### src/rtl/emu_ctrl_pkg.sv
// Shared types and helpers for the emulation run sequencer.
// PORTS may be supplied as a macro; it defaults to 4 network ports.
`ifndef PORTS
`define PORTS 4
`endif

package emu_ctrl_pkg;

    localparam int PHASE_W = 3;
    localparam int POP_W   = 64;

    typedef enum logic [PHASE_W-1:0] {
        IDLE     = 3'd0,
        RESET    = 3'd1,
        WARMUP   = 3'd2,
        MEASURE  = 3'd3,
        COOLDOWN = 3'd4,
        DRAIN    = 3'd5,
        DONE     = 3'd6
    } phase_t;

    // Strobe vectors are zero-extended to POP_W bits by the caller.
    function automatic logic [6:0] popcount(input logic [POP_W-1:0] v);
        logic [6:0] c;
        c = '0;
        for (int i = 0; i < POP_W; i++) begin
            c = c + {6'd0, v[i]};
        end
        return c;
    endfunction

endpackage

### src/rtl/emu_phase_ctrl_counter.sv
// Loadable down-counter shared by every timed phase of the run sequencer.
// Stops at zero; one_o marks the final cycle of a phase.
module phase_counter #(
    parameter int CNT_W = 32
) (
    input  logic             clk,
    input  logic             clr_i,
    input  logic             load_i,
    input  logic [CNT_W-1:0] load_val_i,
    output logic             zero_o,
    output logic             one_o
);

    logic [CNT_W-1:0] cnt_q;
    logic [CNT_W-1:0] cnt_d;

    always_comb begin
        cnt_d = cnt_q;
        if (load_i) begin
            cnt_d = load_val_i;
        end else if (cnt_q != '0) begin
            cnt_d = cnt_q - CNT_W'(1);
        end
    end

    always_ff @(posedge clk) begin
        if (clr_i) begin
            cnt_q <= '0;
        end else begin
            cnt_q <= cnt_d;
        end
    end

    assign zero_o = (cnt_q == '0);
    assign one_o  = (cnt_q == CNT_W'(1));

endmodule

### src/rtl/emu_phase_ctrl.sv
// Run sequencer: RESET/WARMUP/MEASURE/COOLDOWN phases gating the network, sources and sink.
// Define DRAIN_WAIT_EN to add a DRAIN phase that waits for in-flight packets (with timeout).
module emu_phase_ctrl
    import emu_ctrl_pkg::*;
#(
    parameter int PORTS         = `PORTS,
    parameter int CNT_W         = 32,
    parameter int RST_CYCLES    = 16,
    parameter int DRAIN_TIMEOUT = 4096
) (
    input  logic             clk,
    input  logic             rst,
    input  logic             start,
    input  logic             abort,
    input  logic [CNT_W-1:0] warmup_len,
    input  logic [CNT_W-1:0] measure_len,
    input  logic [CNT_W-1:0] cooldown_len,
    input  logic [PORTS-1:0] inj_valid,
    input  logic [PORTS-1:0] ej_valid,
    output logic             net_rst,
    output logic             source_on,
    output logic             measure,
    output logic             done,
    output logic [2:0]       phase,
    output logic [CNT_W-1:0] meas_cycles,
    output logic [CNT_W-1:0] in_flight,
    output logic             err_underflow
`ifdef DRAIN_WAIT_EN
    ,
    output logic             drain_timeout
`endif
);

    localparam logic [CNT_W-1:0] RST_LEN = CNT_W'(RST_CYCLES);
`ifdef DRAIN_WAIT_EN
    localparam phase_t           TAIL_PH  = DRAIN;
    localparam logic [CNT_W-1:0] TAIL_LEN = CNT_W'(DRAIN_TIMEOUT);
`else
    localparam phase_t           TAIL_PH  = DONE;
    localparam logic [CNT_W-1:0] TAIL_LEN = '0;
`endif

    phase_t           state_q, state_d;
    logic [CNT_W-1:0] warm_q, meas_len_q, cool_q;
    logic [CNT_W-1:0] meas_cnt_q;
    logic [CNT_W-1:0] in_flight_q, in_flight_d;
    logic             err_q;
    logic             under;

    logic             accept;
    logic             cnt_clr, cnt_load, cnt_zero, cnt_one, expire;
    logic [CNT_W-1:0] cnt_val;
    phase_t           nxt_ph;
    logic [CNT_W-1:0] nxt_len;

    assign accept  = (state_q == IDLE || state_q == DONE) && start && !abort;
    assign cnt_clr = rst || (abort && state_q != IDLE);
    // Zero counts as expiry too so a timed phase can never stall.
    assign expire  = cnt_one || cnt_zero;

    phase_counter #(.CNT_W(CNT_W)) u_cnt (
        .clk        (clk),
        .clr_i      (cnt_clr),
        .load_i     (cnt_load),
        .load_val_i (cnt_val),
        .zero_o     (cnt_zero),
        .one_o      (cnt_one)
    );

    always_ff @(posedge clk) begin
        if (rst) begin
            state_q <= IDLE;
        end else begin
            state_q <= state_d;
        end
    end

    // The following non-empty timed phase; zero lengths chain through in one cycle.
    always_comb begin
        nxt_ph  = TAIL_PH;
        nxt_len = TAIL_LEN;
        if (state_q == RESET && warm_q != '0) begin
            nxt_ph  = WARMUP;
            nxt_len = warm_q;
        end else if ((state_q == RESET || state_q == WARMUP) && meas_len_q != '0) begin
            nxt_ph  = MEASURE;
            nxt_len = meas_len_q;
        end else if ((state_q == RESET || state_q == WARMUP || state_q == MEASURE)
                     && cool_q != '0) begin
            nxt_ph  = COOLDOWN;
            nxt_len = cool_q;
        end
    end

    always_comb begin
        state_d  = state_q;
        cnt_load = 1'b0;
        cnt_val  = '0;
        if (abort && state_q != IDLE) begin
            state_d = IDLE;
        end else begin
            case (state_q)
                IDLE, DONE: begin
                    if (accept) begin
                        state_d  = RESET;
                        cnt_load = 1'b1;
                        cnt_val  = RST_LEN;
                    end
                end
                RESET, WARMUP, MEASURE, COOLDOWN: begin
                    if (expire) begin
                        state_d  = nxt_ph;
                        cnt_load = 1'b1;
                        cnt_val  = nxt_len;
                    end
                end
`ifdef DRAIN_WAIT_EN
                DRAIN: begin
                    if (in_flight_q == '0 || expire) begin
                        state_d = DONE;
                    end
                end
`endif
                default: state_d = IDLE;
            endcase
        end
    end

    always_comb begin
        net_rst   = 1'b0;
        source_on = 1'b0;
        measure   = 1'b0;
        done      = 1'b0;
        case (state_q)
            IDLE, RESET: net_rst = 1'b1;
            WARMUP:      source_on = 1'b1;
            MEASURE: begin
                source_on = 1'b1;
                measure   = 1'b1;
            end
            COOLDOWN, DRAIN: measure = 1'b1;
            DONE:        done = 1'b1;
            default: ;
        endcase
    end

    always_ff @(posedge clk) begin
        if (rst) begin
            warm_q     <= '0;
            meas_len_q <= '0;
            cool_q     <= '0;
        end else if (accept) begin
            warm_q     <= warmup_len;
            meas_len_q <= measure_len;
            cool_q     <= cooldown_len;
        end
    end

    // Packet accounting: one extra bit of headroom exposes underflow.
    logic [CNT_W:0] inj_sum, ej_cnt, diff;

    assign inj_sum = {1'b0, in_flight_q} + (CNT_W+1)'(popcount(POP_W'(inj_valid)));
    assign ej_cnt  = (CNT_W+1)'(popcount(POP_W'(ej_valid)));
    assign diff    = inj_sum - ej_cnt;

    always_comb begin
        in_flight_d = in_flight_q;
        under       = 1'b0;
        if (net_rst) begin
            in_flight_d = '0;
        end else if (inj_sum < ej_cnt) begin
            in_flight_d = '0;
            under       = 1'b1;
        end else begin
            in_flight_d = diff[CNT_W-1:0];
        end
    end

    always_ff @(posedge clk) begin
        if (rst) begin
            in_flight_q <= '0;
            err_q       <= 1'b0;
            meas_cnt_q  <= '0;
        end else begin
            in_flight_q <= in_flight_d;
            if (accept) begin
                err_q <= 1'b0;
            end else if (under) begin
                err_q <= 1'b1;
            end
            if (accept) begin
                meas_cnt_q <= '0;
            end else if (measure && meas_cnt_q != '1) begin
                meas_cnt_q <= meas_cnt_q + CNT_W'(1);
            end
        end
    end

`ifdef DRAIN_WAIT_EN
    logic drain_to_q;

    always_ff @(posedge clk) begin
        if (rst) begin
            drain_to_q <= 1'b0;
        end else if (accept) begin
            drain_to_q <= 1'b0;
        end else if (state_q == DRAIN && !abort && in_flight_q != '0 && expire) begin
            drain_to_q <= 1'b1;
        end
    end

    assign drain_timeout = drain_to_q;
`endif

    assign phase         = state_q;
    assign meas_cycles   = meas_cnt_q;
    assign in_flight     = in_flight_q;
    assign err_underflow = err_q;

endmodule
### config.mk
export PLATFORM = sky130hd
export DESIGN_NAME = emu_phase_ctrl
export DESIGN_NICKNAME = d
export VERILOG_FILES = /design/src/rtl/emu_ctrl_pkg.sv /design/src/rtl/emu_phase_ctrl_counter.sv /design/src/rtl/emu_phase_ctrl.sv
export SDC_FILE = /design/constraint.sdc
export NUM_CORES = 1
export LEC_CHECK = 0
export ABC_CLOCK_PERIOD_IN_PS = 4700
export CAP_MARGIN = 10
export CORE_ASPECT_RATIO = 1.5
export CORE_MARGIN = 10
export CORE_UTILIZATION = 45
export CTS_CLUSTER_SIZE = 8
export DETAILED_ROUTE_END_ITERATION = 16
export GPL_TIMING_DRIVEN = 0
export PLACE_DENSITY = 0.8
export SLEW_MARGIN = 20
export SYNTH_ARGS = -nofsm -noshare
export SYNTH_HDL_FRONTEND = slang
export SYNTH_SLANG_ARGS = --single-unit
### constraint.sdc
create_clock -name clk -period 4.7 [get_ports clk]
set_input_delay 0.94 -clock clk [delete_from_list [all_inputs] [get_ports clk]]
set_output_delay 0.94 -clock clk [all_outputs]
set_load 0.02 [all_outputs]
==> reports/metrics.yaml <==
row_count: 67
finClkSkew_ns: 0.0129
clock_latency_ns: 0.44
max_cap_viol_count: 0
p_per_area_nw_per_um2: 461
drtPass1Iterations: 6
area_growth_pct: 28.5
netlist_instances: 1248
rsz0062_at_grt: "false"
slew_viol_final: 0
grt_pass1_wl_microns: 48800
r2r-start: "meas_len_q[0]"
cts_buffers: 17
syn_area_per_cell_sq_um: 8.06
drtIter0Drc: 744
vias: 9886
via_per_inst: 5.68
grt_max_degree: 22
synth_top_area_cell: "dfxtp_1"
hold_class: "reg -> reg"
critPathLaunch: "inj_valid[0]"
yosysUniqueCellTypes: 82
irDropWorstVdd_uv: 298
num_antenna_cells: 0
antenna_found_initial: 0
synth_area_leaders: "dfxtp_1, nand2_1, a21oi_1, xor2_1, nor2_1"
synth_edf_count: 0
multi_input_area_sq_um: 5760
yosys_most_used_dff: "dfxtp_1"
fmax_mhz: 218
syn_nets: 1370
design_area_sq_um: 12900
finalSetupViolations: 0
core_area_sq_um: 22200
ys_ff_latch: 196
clkSlewWorstSetupHoldPaths_ns: 0.07
port_buffers: 178
fin_util: 0.582
clock-root-buffer: "clkbuf_16"
clock_tree.buffer_depth: 2
synth_area_sq_um: 10100
ys_seq_area_frac: 0.390
dpl_cell_area_sq_um: 12200
drc: 0
finalCritPeriodShare: 0.974
arrival_ns: 4.90
start_kind: "primary input"
grt_usage: 0.204
endpoint_kind: "flip-flop"
clock_sinks: 196
leakage_nw: 4.68
instances_no_fill: 1742
wl_per_cell_microns: 17.5
nFillCells: 1950
hp-start: "err_underflow"
outcome: "finished clean"
drive_gt1_frac: 0.0709
h-tree-depth: 4
yosys_warnings: 0
finalWirelength_microns: 30500
critPathMaxFanout: 10
num-nets-final: 1575
hold_viol_final: 0
tns_ns: 0
r2r_slack_ns: 1.18
cts_tree: "built"
min_period_ns: 4.58
cp_data_required_time_ns: 5.02
dieArea_sq_um: 28900
detail-route-antenna-nets: 0
dp_cells: 1703
die_y_microns: 203
hpwl_microns: 24100
synth_top_area_share: 0.390
tightest_slew_ns: 0.903
start_util: 0.453
gp_congestion: 0.908
regArea_sq_um: 3920
slew_headroom: 0.397
grt-ovfl-total: 0
async_reset_ff_frac: 0
grt_pass1_vias: 9741
holdBufCountCts: 0
die_w_microns: 142
ios: 180
critical_path_class: "in -> reg"
cells by family (layout without fill, tap and decap cells):
kind of cell             Yosys count  count (layout)  synth area share
AND/OR/NAND/NOR                  583             583             0.282
AO/OA/AOI/OAI                    245             245             0.170
flip-flops                       196             196             0.390
buffers and inverters            103             321            0.0433
XOR/XNOR                         102             102            0.0888
adder cells (fa/ha/maj)           14              14            0.0211
multiplexers                       5               5           0.00497
where the power goes:
part | leakage [nW] | switching (W) | internal [W]
clock | 0.293 | 0.000752 | 0.000729
combinational | 2.80 | 0.00138 | 0.00100
sequential | 1.59 | 0.000217 | 0.00188
total | 4.68 | 0.00235 | 0.00361
path summary, 6_finish.rpt:
check | end | cells after the start
hold / removal | err_underflow | 2
setup / recovery | in_flight[22] | 17
hold reg to reg | err_underflow | 2
setup reg to reg | u_cnt.cnt_q[5] | 9
critical path, stage by stage:
cell,delay (ns)
clkdlybuf4s50_1,0.43
fa_1,0.54
inv_1,0.05
fa_1,0.40
inv_1,0.09
fa_2,0.47
ha_1,0.32
a21o_1,0.19
a21oi_2,0.17
and4_4,0.27
and3_1,0.16
buf_4,0.16
nand2_4,0.09
o31ai_4,0.16
buf_4,0.18
buf_6,0.15
o21ba_1,0.15
area by class of cell:
| type | instances | area share |
|---|---|---|
| well taps | 276 | 0.0267 |
| repair buffers | 188 | 0.143 |
| clock buffers | 18 | 0.0332 |
| multi-input cells | 949 | 0.445 |
| flip-flops and latches | 196 | 0.303 |
| plain buffers | 76 | 0.0267 |
| inverters | 25 | 0.00726 |
| clock inverters | 14 | 0.0141 |
cells in the mapped netlist (5+ instances only):
cell	n
nor2b_1	5
clkbuf_1	64
a222oi_1	31
fa_1	5
nor2_1	123
and3_1	12
xnor2_1	45
nand3_1	37
xor2_1	57
o21ai_0	12
dfxtp_1	196
mux2i_1	5
a2bb2oi_1	21
a21oi_1	117
buf_4	5
nor3_1	30
ha_1	9
buf_2	6
nand4_1	26
and4_1	13
a31oi_1	5
nor4_1	36
and2_1	8
or3_1	8
inv_1	25
o22a_1	5
nand2_1	243
cell usage in the layout, fill, tap and decap left out, types with 15 or more instances in the layout:
cell / count
clkbuf_16: 17
buf_4: 15
nor3_1: 29
inv_1: 25
clkdlybuf4s50_1: 178
nor2_1: 123
xnor2_1: 45
a2bb2oi_1: 21
xor2_1: 57
a21oi_1: 115
dfxtp_1: 196
nand3_1: 36
clkbuf_1: 63
nor4_1: 34
nand4_1: 26
nand2_1: 243
a222oi_1: 31
sequential cells by signal, indices dropped and copies added, names as in the netlist:
signal / cells
cool_q: 32
err_underflow: 1
in_flight: 32
meas_cycles: 32
meas_len_q: 32
phase: 3
u_cnt.cnt_q: 32
warm_q: 32
layer usage:
metal / share of wire / GRT usage / wire length, microns / vias to the layer above
li1: - / - / - / 4820
met1: 0.36 / 0.202 / 10900 / 4646
met2: 0.54 / 0.384 / 16400 / 329
met3: 0.055 / 0.0370 / 1680 / 91
met4: 0.049 / 0.114 / 1500 / 0
met5: 0 / 0 / 0 / -
timing repair:
action	in CTS	in global routing
pin swaps	2	4
cloned	0	0
resized for setup	8	9
hold endpoints to repair	0	0
buffers inserted	1	8
endpoints found under the setup margin	32	33
through the flow:
step | total power [W] | hold slack, ns | worst slack [ns]
after detailed placement | 0.00443 | 0.442 | -0.903
after global routing | 0.00631 | 0.501 | 0.00251
final | 0.00596 | 0.455 | 0.121
after floorplan | 0.00380 | 0.448 | 0.159
after global placement | 0.00437 | 0.435 | -0.815
after CTS | 0.00593 | 0.453 | 0.0136
No activity file was read; power rests on OpenSTA's default activity.
